--- src/rtl/muldiv_sequencer_if.sv ---
// Execute-stage <-> multiply/divide unit bundle. Handshake: an op is accepted on a rising edge in
// IDLE with StartE=1 and FlushE=0; execute holds the op while StallMD=1 and takes the result when MDValidE=1.
interface muldiv_sequencer_if #(
  parameter int DATA_WIDTH = 32,
  parameter int ADDR_WIDTH = 5
);
  logic                  StartE;
  logic [2:0]            MulDivOpE;
  logic [DATA_WIDTH-1:0] SrcAE;
  logic [DATA_WIDTH-1:0] SrcBE;
  logic [ADDR_WIDTH-1:0] RdE;
  logic                  FlushE;
  logic                  StallMD;
  logic                  MDValidE;
  logic [DATA_WIDTH-1:0] MDResultE;
  logic [ADDR_WIDTH-1:0] MDRdE;
  logic [1:0]            dbg_state;

  modport master (
    output StartE, MulDivOpE, SrcAE, SrcBE, RdE, FlushE,
    input  StallMD, MDValidE, MDResultE, MDRdE, dbg_state
  );

  modport slave (
    input  StartE, MulDivOpE, SrcAE, SrcBE, RdE, FlushE,
    output StallMD, MDValidE, MDResultE, MDRdE, dbg_state
  );
endinterface

--- src/rtl/muldiv_sequencer.sv ---
// Iterative RV32M multiply/divide: one shift-add or restoring-divide step per cycle on a shared
// 2*DATA_WIDTH accumulator, with magnitude pre-conditioning and sign fix-up on completion.
module muldiv_sequencer #(
  parameter int DATA_WIDTH = 32,
  parameter int ADDR_WIDTH = 5
) (
  input  logic              clk,
  input  logic              rst,
  muldiv_sequencer_if.slave md
);
  localparam int W  = DATA_WIDTH;
  localparam int CW = $clog2(DATA_WIDTH);

  typedef enum logic [1:0] {S_IDLE = 2'd0, S_BUSY = 2'd1, S_DONE = 2'd2} state_t;

  state_t                state_q, state_d;
  logic [CW-1:0]         cnt_q, cnt_d;
  logic [2*W-1:0]        acc_q, acc_d;
  logic [W-1:0]          opnd_q, opnd_d;
  logic [2:0]            op_q, op_d;
  logic                  neg_q, neg_d;
  logic [ADDR_WIDTH-1:0] rd_q, rd_d;
  logic [W-1:0]          result_q, result_d;

  logic           a_signed, b_signed, a_neg, b_neg, is_div, div_zero, div_ovf, neg_start;
  logic [W-1:0]   abs_a, abs_b, special_res, q_fix, r_fix, final_res;
  logic [W:0]     mul_sum, trial;
  logic [2*W-1:0] mul_next, div_next, step, prod_fix;

  // Operand conditioning for a new op.
  always_comb begin
    a_signed  = (md.MulDivOpE == 3'b000) || (md.MulDivOpE == 3'b001) || (md.MulDivOpE == 3'b010) ||
                (md.MulDivOpE == 3'b100) || (md.MulDivOpE == 3'b110);
    b_signed  = (md.MulDivOpE == 3'b000) || (md.MulDivOpE == 3'b001) ||
                (md.MulDivOpE == 3'b100) || (md.MulDivOpE == 3'b110);
    a_neg     = a_signed & md.SrcAE[W-1];
    b_neg     = b_signed & md.SrcBE[W-1];
    abs_a     = a_neg ? -md.SrcAE : md.SrcAE;
    abs_b     = b_neg ? -md.SrcBE : md.SrcBE;
    is_div    = md.MulDivOpE[2];
    div_zero  = is_div && (md.SrcBE == '0);
    div_ovf   = is_div && !md.MulDivOpE[0] && (md.SrcAE == {1'b1, {(W-1){1'b0}}}) && (md.SrcBE == '1);
    // Remainder follows the dividend's sign; product and quotient follow the sign product.
    neg_start = (is_div && md.MulDivOpE[1]) ? a_neg : (a_neg ^ b_neg);
    if (div_zero) special_res = md.MulDivOpE[1] ? md.SrcAE : '1;
    else          special_res = md.MulDivOpE[1] ? '0 : md.SrcAE;
  end

  // One iteration of the shared datapath and the completion fix-up.
  always_comb begin
    mul_sum  = {1'b0, acc_q[2*W-1:W]} + (acc_q[0] ? {1'b0, opnd_q} : '0);
    mul_next = {mul_sum, acc_q[W-1:1]};
    trial    = acc_q[2*W-1:W-1] - {1'b0, opnd_q};
    div_next = trial[W] ? {acc_q[2*W-2:0], 1'b0} : {trial[W-1:0], acc_q[W-2:0], 1'b1};
    step     = op_q[2] ? div_next : mul_next;
    prod_fix = neg_q ? -step : step;
    q_fix    = neg_q ? -step[W-1:0] : step[W-1:0];
    r_fix    = neg_q ? -step[2*W-1:W] : step[2*W-1:W];
    if (op_q[2])              final_res = op_q[1] ? r_fix : q_fix;
    else if (op_q[1:0] == 2'b00) final_res = prod_fix[W-1:0];
    else                      final_res = prod_fix[2*W-1:W];
  end

  always_comb begin
    state_d  = state_q;
    cnt_d    = cnt_q;
    acc_d    = acc_q;
    opnd_d   = opnd_q;
    op_d     = op_q;
    neg_d    = neg_q;
    rd_d     = rd_q;
    result_d = result_q;
    if (md.FlushE) begin
      state_d = S_IDLE;
    end else begin
      case (state_q)
        S_IDLE: begin
          if (md.StartE) begin
            op_d  = md.MulDivOpE;
            rd_d  = md.RdE;
            neg_d = neg_start;
            cnt_d = '0;
            if (div_zero || div_ovf) begin
              result_d = special_res;
              state_d  = S_DONE;
            end else begin
              acc_d   = is_div ? {{W{1'b0}}, abs_a} : {{W{1'b0}}, abs_b};
              opnd_d  = is_div ? abs_b : abs_a;
              state_d = S_BUSY;
            end
          end
        end
        S_BUSY: begin
          acc_d = step;
          cnt_d = cnt_q + CW'(1);
          if (cnt_q == CW'(W - 1)) begin
            result_d = final_res;
            state_d  = S_DONE;
          end
        end
        S_DONE:  state_d = S_IDLE;
        default: state_d = S_IDLE;
      endcase
    end
  end

  always_ff @(posedge clk) begin
    if (rst) begin
      state_q  <= S_IDLE;
      cnt_q    <= '0;
      acc_q    <= '0;
      opnd_q   <= '0;
      op_q     <= '0;
      neg_q    <= 1'b0;
      rd_q     <= '0;
      result_q <= '0;
    end else begin
      state_q  <= state_d;
      cnt_q    <= cnt_d;
      acc_q    <= acc_d;
      opnd_q   <= opnd_d;
      op_q     <= op_d;
      neg_q    <= neg_d;
      rd_q     <= rd_d;
      result_q <= result_d;
    end
  end

  assign md.StallMD   = ((state_q == S_IDLE) && md.StartE && !md.FlushE) || (state_q == S_BUSY);
  assign md.MDValidE  = (state_q == S_DONE);
  assign md.MDResultE = (state_q == S_DONE) ? result_q : '0;
  assign md.MDRdE     = (state_q == S_DONE) ? rd_q : '0;
  assign md.dbg_state = state_q;
endmodule
--- src/flat_wrapper.sv ---
// flat-port wrapper written by rule: the top's interface ports become plain ports
module muldiv_sequencer_flat 
#(
  parameter int DATA_WIDTH = 32,
  parameter int ADDR_WIDTH = 5
)
  (clk, rst, md_StartE, md_MulDivOpE, md_SrcAE, md_SrcBE, md_RdE, md_FlushE, md_StallMD, md_MDValidE, md_MDResultE, md_MDRdE, md_dbg_state);
  muldiv_sequencer_if #(.DATA_WIDTH(DATA_WIDTH), .ADDR_WIDTH(ADDR_WIDTH)) md_i ();
  input  logic clk;
  input  logic rst;
  input wire logic [$bits(md_i.StartE)-1:0] md_StartE;
  input wire logic [$bits(md_i.MulDivOpE)-1:0] md_MulDivOpE;
  input wire logic [$bits(md_i.SrcAE)-1:0] md_SrcAE;
  input wire logic [$bits(md_i.SrcBE)-1:0] md_SrcBE;
  input wire logic [$bits(md_i.RdE)-1:0] md_RdE;
  input wire logic [$bits(md_i.FlushE)-1:0] md_FlushE;
  output wire logic [$bits(md_i.StallMD)-1:0] md_StallMD;
  output wire logic [$bits(md_i.MDValidE)-1:0] md_MDValidE;
  output wire logic [$bits(md_i.MDResultE)-1:0] md_MDResultE;
  output wire logic [$bits(md_i.MDRdE)-1:0] md_MDRdE;
  output wire logic [$bits(md_i.dbg_state)-1:0] md_dbg_state;
  assign md_i.StartE = md_StartE;
  assign md_i.MulDivOpE = md_MulDivOpE;
  assign md_i.SrcAE = md_SrcAE;
  assign md_i.SrcBE = md_SrcBE;
  assign md_i.RdE = md_RdE;
  assign md_i.FlushE = md_FlushE;
  assign md_StallMD = md_i.StallMD;
  assign md_MDValidE = md_i.MDValidE;
  assign md_MDResultE = md_i.MDResultE;
  assign md_MDRdE = md_i.MDRdE;
  assign md_dbg_state = md_i.dbg_state;
  muldiv_sequencer #(.DATA_WIDTH(DATA_WIDTH), .ADDR_WIDTH(ADDR_WIDTH)) u_core (.clk(clk), .rst(rst), .md(md_i));
endmodule
--- config.mk ---
export PLATFORM = sky130hd
export DESIGN_NAME = muldiv_sequencer_flat
export DESIGN_NICKNAME = d
export VERILOG_FILES = /design/src/rtl/muldiv_sequencer_if.sv /design/src/rtl/muldiv_sequencer.sv /design/src/flat_wrapper.sv
export SDC_FILE = /design/constraint.sdc
export NUM_CORES = 1
export LEC_CHECK = 0
export BUFFER_PORTS_ARGS = -buffer_cell sky130_fd_sc_hd__buf_2
export CAP_MARGIN = 20
export CORE_ASPECT_RATIO = 2
export CORE_MARGIN = 8
export CORE_UTILIZATION = 33
export DETAILED_ROUTE_END_ITERATION = 8
export PLACE_DENSITY = 0.52
export SLEW_MARGIN = 10
export SYNTH_ARGS = -nofsm -noshare
export SYNTH_HDL_FRONTEND = slang
export SYNTH_SLANG_ARGS = --single-unit
--- constraint.sdc ---
create_clock -name clk -period 8.7 [get_ports clk]
set_clock_uncertainty 0.05 [all_clocks]
set_input_delay 1.74 -clock clk [delete_from_list [all_inputs] [get_ports clk]]
set_output_delay 1.74 -clock clk [all_outputs]
set_load 0.02 [all_outputs]
==> results of run 1 <==
## layer usage
metal  share of wire [%]  global-route usage [%]  vias to the layer above
li1                    -                       -                     8943
met1                  31                    26.8                     9132
met2                  50                    54.2                      847
met3                 4.9                    4.72                      360
met4                  14                    35.3                        2
met5               0.014                  0.0833                        -
## tightest hold or removal path, stage by stage, from the launching register on
cell	delay [ns]
dfxtp_1	0.31
nand2_1	0.05
a21oi_1	0.05
## cells by family (layout without fill, tap and decap cells)
logic type,Yosys count,after routing,share of synthesized area [%]
buf+inv,247,258,5.93
simple gates,952,952,27.4
xor+xnor,164,164,8.50
other cells,0,3,0
compound gates,781,781,30.7
fa+ha+maj,96,96,6.86
flops,144,144,17.1
mux,59,59,3.56
## layout by cell type (no fill, tap or decap), types with 50 or more instances in the layout
cell | synthesis | routed
inv_1 | 71 | 71
nand2_1 | 296 | 296
xnor2_1 | 102 | 102
o21ai_0 | 162 | 161
dfxtp_1 | 144 | 142
nand3_1 | 55 | 55
and2_1 | 83 | 83
o211ai_1 | 89 | 89
a21oi_1 | 193 | 192
mux2i_1 | 50 | 50
nor3_1 | 87 | 87
ha_1 | 71 | 71
nor2_1 | 240 | 238
xor2_1 | 62 | 62
buf_2 | 25 | 115
## final timing paths
check | endpoint
worst min register to register | u_core.rd_q[3]
worst min-delay path | u_core.rd_q[3]
worst max-delay path | u_core.result_q[4]
worst max register to register | u_core.result_q[4]
## metrics by stage
stage	util [%]	cells	hold WS (ns)	total power, W	setup WS (ns)
floorplan	-	2443	0.367	0.00128	3.37
global placement	35.2	3073	0.388	0.00164	1.45
detailed placement	35.2	3074	0.392	0.00164	1.24
CTS	36.4	3106	0.402	0.00241	1.21
global route	36.4	3108	0.422	0.00251	0.692
finish	36.4	3111	0.403	0.00243	1.02
## state kept, by name (all words and copies together) (netlist names)
signal,count
u_core.result_q,32
u_core.rd_q,5
u_core.op_q,3
u_core.cnt_q,5
u_core.acc_q,64
u_core.neg_q,1
u_core.md.dbg_state,2
u_core.opnd_q,32
## power breakdown
part	total, W	switching, W	internal [W]
clock	0.000771	0.000368	0.000402
combinational	0.000952	0.000673	0.000280
sequential	0.000709	0.0000265	0.000683
total	0.00243	0.00107	0.00136
## cell type report
type,instances,area share [%]
Antenna cell,3,0.0406
Clock buffer,17,2.30
Clock inverter,15,0.804
Inverter,74,1.50
Multi-Input combinational cell,2052,70.5
Sequential cell,144,15.6
Tap cell,654,4.42
Timing Repair Buffer,152,4.79
==> results_dict.tcl, run 1 <==
set metrics [dict create \
    irDropWorstVdd_v 0.000105 \
    cp_common_cell "o21ai_0" \
    cap_viol_max_count 0 \
    first_pass_iters 5 \
    path_cells "inv_1 -> ha_1 -> a21oi_1 -> o21ai_0 -> a221oi_2 -> o21a_1 -> nand3_2 -> nand3_1 -> nand2_1 -> inv_2 -> ha_1 -> o21ai_0 -> or2_2 -> nor4_2 -> nand4_1 -> or2_2 -> nand3b_1 -> o21ai_0 -> xnor2_1 -> a21oi_1 -> o21ai_0" \
    synthArstFlopShare_pct 0 \
    final_antenna_net_count 0 \
    final_area_mm2 0.0185 \
    placed_area_mm2 0.0179 \
    cp-end-kind "register" \
    grt_use_total_pct 30.4 \
    cpMaxStageDelayCell "a21oi_1" \
    worst_slew_pin_slew_ns 1.36 \
    die_h_um 336 \
    powerDensity_mw_per_mm2 131 \
    finalCritPeriodShare_pct 88.2 \
    yosysUniqueCellTypes 104 \
    worst_setup_path_start_kind "register" \
    cts-resized-gates 0 \
    row_count 117 \
    routed_wirelength_mm 91.5 \
    grt_antenna_before_repair 3 \
    route.detailed.drc 0 \
    critPathTopFamily "simple AND/OR/NAND/NOR gates" \
    clkLatencyLatePin_ns 0.47 \
    status "completed" \
    crit_start "u_core.opnd_q[19]" \
    worstSetupPathType "register to register" \
    yosysMostFrequentCell "nand2_1" \
    ys_seq_area_share_pct 17.1 \
    holdCritStartpoint "u_core.rd_q[3]" \
    required_ns 8.96 \
    syn_nets 2592 \
    grt_max_degree 115 \
    num-nets-final 2590 \
    setup_tns_ns 0 \
    layout_min_cycle_time_ns 7.68 \
    initial_core_util_pct 33.3 \
    first_iter_violations 1408 \
    area_growth_pct 9.57 \
    num-fill-cells 5515 \
    hold_path_class "register to register" \
    die_area_mm2 0.0591 \
    grt_pass1_wl_mm 131 \
    ys_seq_elements 144 \
    yosys_most_used_dff "dfxtp_1" \
    core_mm2 0.0508 \
    synth_cells 2443 \
    synth_top_area_cell "dfxtp_1" \
    path_clk_slew_ns 0.08 \
    p_leak_nw 7.11 \
    fmax_ghz 0.130 \
    worst-path-stages 21 \
    clkSinkCount 144 \
    synth.cell_area_mm2 0.0169 \
    crit_fanout 20 \
    num_vias 19300 \
    synth.avg_cell_area_um2 6.92 \
    rsz0062_at_grt "no" \
    cts_made_buffers 17 \
    grt_pass1_vias 19100 \
    postCtsHoldBufs 0 \
    regToRegStartpoint "u_core.opnd_q[19]" \
    path_buf_inv 2 \
    slew-limit-headroom_pct 9.41 \
    report.final.slew_viol_count 0 \
    io_pins 117 \
    dp_hpwl_mm 72.8 \
    max_stage_delay_ns 0.88 \
    layout-drive-gt1-share_pct 10.7 \
    finalWeightedCongestion 1.05 \
    multi_input_area_mm2 0.0131 \
    synth_edf_count 0 \
    yosysWarnings 0 \
    holdPathStages 2 \
    synthTopCellsByCount "nand2_1 (296), nor2_1 (240), a21oi_1 (193)" \
    cts_setup_buffers 0 \
    die_w_um 176 \
    reg2reg_depth 21 \
    arrival_ns 7.94 \
    cts_tree "built" \
    root_buffer "clkbuf_16" \
    port_buffers 116 \
    synth_top_area_share_pct 17.1 \
    cts_buffer_depth 2 \
    hold_viol_final 0 \
    r2r_setup_slack_ns 1.02 \
    yosys-top-cells-area "dfxtp_1 (17%), nand2_1 (6.6%), a21oi_1 (5.7%)" \
    setup_violations 0 \
    wl_per_cell_um 29.4 \
    grt_overflow_total 0 \
    seq_area_mm2 0.00289 \
    htreeDepth 4 \
    via_per_inst 6.20 \
]
(Power assumes the default switching activity.)
==> inputs of run 2 (changes only) <==
--- a/config.mk
+++ b/config.mk
@@ -6,12 +6,13 @@
 export NUM_CORES = 1
 export LEC_CHECK = 0
 export BUFFER_PORTS_ARGS = -buffer_cell sky130_fd_sc_hd__buf_2
-export CAP_MARGIN = 20
 export CORE_ASPECT_RATIO = 2
 export CORE_MARGIN = 8
 export CORE_UTILIZATION = 33
 export DETAILED_ROUTE_END_ITERATION = 8
+export GPL_TIMING_DRIVEN = 0
 export PLACE_DENSITY = 0.52
+export SETUP_SLACK_MARGIN = 0.1
 export SLEW_MARGIN = 10
 export SYNTH_ARGS = -nofsm -noshare
 export SYNTH_HDL_FRONTEND = slang
==> run 2 against run 1 <==
Effect of this change: cell count rose by 4.5%; highest routed layer unchanged; critical path depth rose by 4; via count rose by 5.0%; utilization rose by 1.0 points; first-iteration DRC count fell by 5.4%; largest power group unchanged.
==> results_dict.tcl, run 2 (same netlist as run 1, synthesis figures left out) <==
set metrics [dict create \
    num-fill-cells 5636 \
    htreeDepth 4 \
    p_leak_nw 7.29 \
    reg_top3 "u_core.acc_q: 64 flops, u_core.opnd_q: 32 flops, u_core.result_q: 32 flops" \
    finalCritPeriodShare_pct 93.4 \
    rsz0062_at_grt "no" \
    route.detailed.drc 0 \
    routed_wirelength_mm 109 \
    final_common_cell "nand2_1" \
    cap_viol_max_count 0 \
    endpoint "u_core.result_q[22]" \
    cts_tree "built" \
    num-nets-final 2736 \
    irDropWorstVdd_v 0.000106 \
    internal_power_w 0.00151 \
    r2r_setup_slack_ns 0.58 \
    grt_overflow_total 0 \
    post-place-cells 3213 \
    wl_per_cell_um 33.5 \
    reg2reg_depth 25 \
    via_per_inst 6.23 \
    holdPathStages 2 \
    report.final.slew_viol_count 0 \
    clkSinkCount 144 \
    largest_reg_flops 64 \
    root_buffer "clkbuf_16" \
    io_pins 117 \
    hold_viol_final 0 \
    row_count 117 \
    comb_power_share_pct 39.0 \
    regMostFlops "u_core.acc_q" \
    worstSetupPathType "register to register" \
    power_frac_seq_pct 27.6 \
    status "completed" \
    worst_slew_pin_slew_ns 1.34 \
    layout-drive-gt1-share_pct 9.88 \
    grt_use_total_pct 36.6 \
    arrival_ns 8.43 \
    power.share.clock_pct 33.4 \
    clkLatencyLatePin_ns 0.52 \
    core_mm2 0.0508 \
    final_area_mm2 0.0190 \
    die_area_mm2 0.0591 \
    grt_antenna_before_repair 5 \
    hold-worst-slack_ns 0.404 \
    grt_pass1_wl_mm 153 \
    initial_core_util_pct 33.3 \
    cp-end-kind "register" \
    switching_share_pct 42.1 \
    fmax_ghz 0.123 \
    port_buffers 115 \
    postCtsHoldBufs 0 \
    dp_hpwl_mm 91.0 \
    fin_cells 3251 \
    crit_start "u_core.opnd_q[25]" \
    cts_made_buffers 25 \
    first_pass_iters 7 \
    path_clk_slew_ns 0.07 \
    die_w_um 176 \
    worst_setup_path_start_kind "register" \
    r2r_end "u_core.result_q[22]" \
    regToRegStartpoint "u_core.opnd_q[25]" \
    layout_min_cycle_time_ns 8.12 \
    grt_max_degree 18 \
    hold_path_class "register to register" \
    die_h_um 336 \
    setup_violations 0 \
    finalWeightedCongestion 1.11 \
    first_iter_violations 1332 \
    placed_area_mm2 0.0183 \
    grt_pass1_vias 21000 \
    powerDensity_mw_per_mm2 137 \
    num_vias 20200 \
    crit_fanout 10 \
    cts_buffer_depth 3 \
    required_ns 9.01 \
    area_growth_pct 12.7 \
    final_antenna_net_count 0 \
    slew-limit-headroom_pct 10.9 \
    mostFrequentLayoutCells "nand2_1 (296), nor2_1 (239), a21oi_1 (193)" \
    power.switching_w 0.00110 \
]
run 2: metrics by stage:
| step | total power [W] | setup TNS [ns] | utilization, % | setup WS [ns] |
|---|---|---|---|---|
| 2_1_floorplan | 0.00128 | 0 | - | 3.37 |
| 3_3_place_gp | 0.00170 | -0.0887 | 36.0 | -0.0887 |
| 3_5_place_dp | 0.00171 | -0.112 | 36.0 | -0.112 |
| 4_1_cts | 0.00257 | 0 | 37.4 | 0.720 |
| 5_1_grt | 0.00268 | 0 | 37.5 | 0.216 |
| 6_report | 0.00260 | 0 | 37.5 | 0.577 |
run 2: worst max-delay path: stages, from the launching register on:
cell and delay (ns):
dfxtp_1 0.47, inv_1 0.08, ha_1 0.28, buf_2 0.18
nand3_1 0.19, a41oi_1 0.38, nand2_1 0.13, o21ai_2 0.72
o21ai_4 0.26, buf_6 0.28, nand3_1 0.53, nand2_1 0.30
inv_2 0.21, ha_1 0.31, o21ai_0 0.26, or2_2 0.36
nor4_2 0.40, nand4_1 0.23, or2_2 0.35, nand3b_1 0.34
nor4_4 0.48, nand3_1 0.18, o21ai_0 0.26, xnor2_1 0.11
a221oi_1 0.49, nor4_1 0.11
run 2: area by class of cell:
class                           instances  area (µm²)  area share [%]
Sequential cell                       144        2880            15.1
Inverter                               74         278            1.46
Tap cell                              654         818            4.30
Timing Repair Buffer                  117         588            3.09
Clock inverter                          6        60.1           0.316
Multi-Input combinational cell       2052       13000            68.5
Buffer                                173         724            3.81
Clock buffer                           26         629            3.31
Antenna cell                            5        12.5          0.0657
run 2: repair_timing:
action                                  4_1_cts  5_1_grt
setup buffers                                 1        0
gates resized for setup                       1        0
endpoints found under the setup margin        5        0
hold endpoints to repair                      0        0
run 2: routing by layer:
layer  track usage [%]  wire length [µm]
met2              66.6             55300
met1              30.9             33000
met4              43.1             15600
met3              6.09              5010
met5                 0                 9
run 2: how the worst min path moves through the flow:
stage / endpoint / slack, ns / from
6_report: u_core.rd_q[3] / 0.40 / u_core.rd_q[3]
3_3_place_gp: u_core.rd_q[3] / 0.39 / u_core.rd_q[3]
4_1_cts: u_core.rd_q[3] / 0.40 / u_core.rd_q[3]
5_1_grt: u_core.rd_q[3] / 0.42 / u_core.rd_q[3]
3_5_place_dp: u_core.result_q[19] / 0.39 / u_core.result_q[19]
2_1_floorplan: u_core.result_q[24] / 0.37 / u_core.result_q[24]
run 2: power by group through the flow:
stage | registers, W | clock network [W] | logic (W)
4_1_cts | 0.000717 | 0.000874 | 0.000981
3_5_place_dp | 0.000732 | 0 | 0.000976
6_report | 0.000719 | 0.000870 | 0.00102
3_3_place_gp | 0.000731 | 0 | 0.000973
2_1_floorplan | 0.000714 | 0 | 0.000564
5_1_grt | 0.000720 | 0.000901 | 0.00106
==> inputs of run 3 (changes only) <==
--- a/config.mk
+++ b/config.mk
@@ -6,12 +6,15 @@
 export NUM_CORES = 1
 export LEC_CHECK = 0
 export BUFFER_PORTS_ARGS = -buffer_cell sky130_fd_sc_hd__buf_2
+export CELL_PAD_IN_SITES_DETAIL_PLACEMENT = 2
+export CELL_PAD_IN_SITES_GLOBAL_PLACEMENT = 2
 export CORE_ASPECT_RATIO = 2
 export CORE_MARGIN = 8
 export CORE_UTILIZATION = 33
 export DETAILED_ROUTE_END_ITERATION = 8
 export GPL_TIMING_DRIVEN = 0
-export PLACE_DENSITY = 0.52
+export PLACE_DENSITY = 0.8
+export RECOVER_POWER = 25
 export SETUP_SLACK_MARGIN = 0.1
 export SLEW_MARGIN = 10
 export SYNTH_ARGS = -nofsm -noshare
==> run 3 against run 2 <==
Effect of this change: the run now ends with max-capacitance violations, max-slew violations left; clock power about the same; non-clock buffer count up 2; design area shrank 0.16%; cell count hardly changed; critical path depth decreased by 1; maximum frequency is 3.0% lower; utilization down 0.059 points; die area stayed put; first-iteration DRC count is 19% lower; combinational power is essentially flat; critical endpoint unchanged; largest power group unchanged.
==> results_dict.tcl, run 3 (same netlist as run 1, synthesis figures left out) <==
set metrics [dict create \
    fin_cells 3250 \
    port_buffers 115 \
    grt_use_total_pct 39.4 \
    io_pins 117 \
    powerDensity_mw_per_mm2 139 \
    worstSetupPathType "register to register" \
    via_per_inst 6.49 \
    worst_setup_path_start_kind "register" \
    wl_per_cell_um 36.3 \
    first_iter_violations 1077 \
    hold_viol_final 0 \
    final_area_mm2 0.0190 \
    post-place-cells 3212 \
    mostFrequentLayoutCells "nand2_1 (296), nor2_1 (239), a21oi_1 (193)" \
    grt_overflow_total 0 \
    p_leak_nw 7.20 \
    grt-busiest-layer "met2" \
    report.final.slew_viol_count 2 \
    postCtsHoldBufs 0 \
    grt_max_degree 15 \
    required_ns 9.00 \
    rsz0062_at_grt "no" \
    crit_fanout 10 \
    layout-drive-gt1-share_pct 9.14 \
    final_antenna_net_count 0 \
    cap_viol_max_count 1 \
    routed_wirelength_mm 118 \
    met2_usage_pct 72.2 \
    die_w_um 176 \
    die_h_um 336 \
    layout_min_cycle_time_ns 8.37 \
    grt_use_met1_pct 32.0 \
    initial_core_util_pct 33.3 \
    clkSinkCount 144 \
    use_met3_pct 8.19 \
    arrival_ns 8.67 \
    dp_hpwl_mm 97.6 \
    setup_violations 0 \
    cts_made_buffers 25 \
    die_area_mm2 0.0591 \
    area_growth_pct 12.5 \
    regMostFlops "u_core.acc_q" \
    violations "max-capacitance violations, max-slew violations" \
    grt_pass1_vias 23500 \
    slew-limit-headroom_pct -2.58 \
    r2r_setup_slack_ns 0.33 \
    cp-end-kind "register" \
    setup_tns_ns 0 \
    cts_tree "built" \
    num_vias 21100 \
    core_mm2 0.0508 \
    finalWeightedCongestion 1.06 \
    first_pass_iters 5 \
    root_buffer "clkbuf_16" \
    largest_reg_flops 64 \
    irDropWorstVdd_v 0.0000944 \
    total_power_w 0.00263 \
    hold_path_class "register to register" \
    finalCritPeriodShare_pct 96.3 \
    grt_pass1_wl_mm 167 \
    placed_area_mm2 0.0183 \
    route.detailed.drc 0 \
    row_count 117 \
    grt_antenna_before_repair 3 \
    fmax_ghz 0.119 \
    worst_slew_pin_slew_ns 1.52 \
    reg_top3 "u_core.acc_q: 64 flops, u_core.opnd_q: 32 flops, u_core.result_q: 32 flops" \
    num-nets-final 2738 \
    path_clk_slew_ns 0.07 \
    htreeDepth 4 \
    final_common_cell "nand2_1" \
    clkLatencyLatePin_ns 0.52 \
    cts_buffer_depth 3 \
    status "complete, but fails checks" \
]
run 3: changes by cell type in the layout (fill, tap and decap cells not counted), sizes merged:
cell      change
buf          -18
clkbuf       +20
clkinv        +1
clkinvlp      -1
diode         -3
run 3: layout make-up:
class,count,area (µm²)
tap,654,818
multi-input combinational,2052,13000
sequential,144,2880
clock buffer,26,629
fill,6170,31800
buffer,173,724
antenna,2,5.00
inverter,74,278
timing repair buffer,119,579
clock inverter,6,57.6
run 3: worst max-delay path, stage by stage, from the launching register on:
cell and delay, ns:
dfxtp_1 0.59, inv_1 0.10, ha_1 0.37, and4_1 0.30
nand2_1 0.07, nor3_1 0.61, o211a_2 0.57, o21ai_4 0.16
buf_6 0.26, nand3_1 0.58, nand2_1 0.24, inv_2 0.20
ha_1 0.29, o21ai_0 0.23, or2_2 0.36, nor4_2 0.43
nand4_1 0.34, or2_2 0.38, nand3b_1 0.37, nor4_4 0.43
nand3_1 0.18, o21ai_0 0.23, xnor2_1 0.11, a221oi_1 0.56
nor4_1 0.13
run 3: per-layer routing:
metal | vias to the layer above | routed length (µm)
met5 | - | 9
met4 | 2 | 16400
met3 | 570 | 5500
met2 | 834 | 60500
met1 | 10500 | 35700
li1 | 9234 | -
run 3: worst paths after layout:
| path | start | cells past startpoint | endpoint |
|---|---|---|---|
| min reg2reg | u_core.rd_q[1] | 2 | u_core.rd_q[1] |
| max | u_core.opnd_q[31] | 24 | u_core.result_q[22] |
| max reg2reg | u_core.opnd_q[31] | 24 | u_core.result_q[22] |
| min | u_core.rd_q[1] | 2 | u_core.rd_q[1] |
run 3: report_power, final:
group	total [W]	internal, W	switching [W]
registers	0.000718	0.000684	0.0000338
logic	0.00105	0.000285	0.000761
clock network	0.000869	0.000540	0.000329
run 3: repair_timing:
item                                   CTS  global route
pin swaps                                0             1
endpoints found under the hold margin    0             0
gates resized for setup                  1             0
buffers inserted                         0             1
setup endpoints to repair                1             4
run 3: metrics by stage:
step | setup WS, ns | hold WS (ns) | util [%]
final | 0.325 | 0.411 | 37.4
after global routing | 0.287 | 0.434 | 37.4
after CTS | 0.140 | 0.409 | 37.4
after floorplan | 3.37 | 0.367 | -
after detailed placement | 0.00606 | 0.394 | 36.0
after global placement | 0.0698 | 0.382 | 36.0
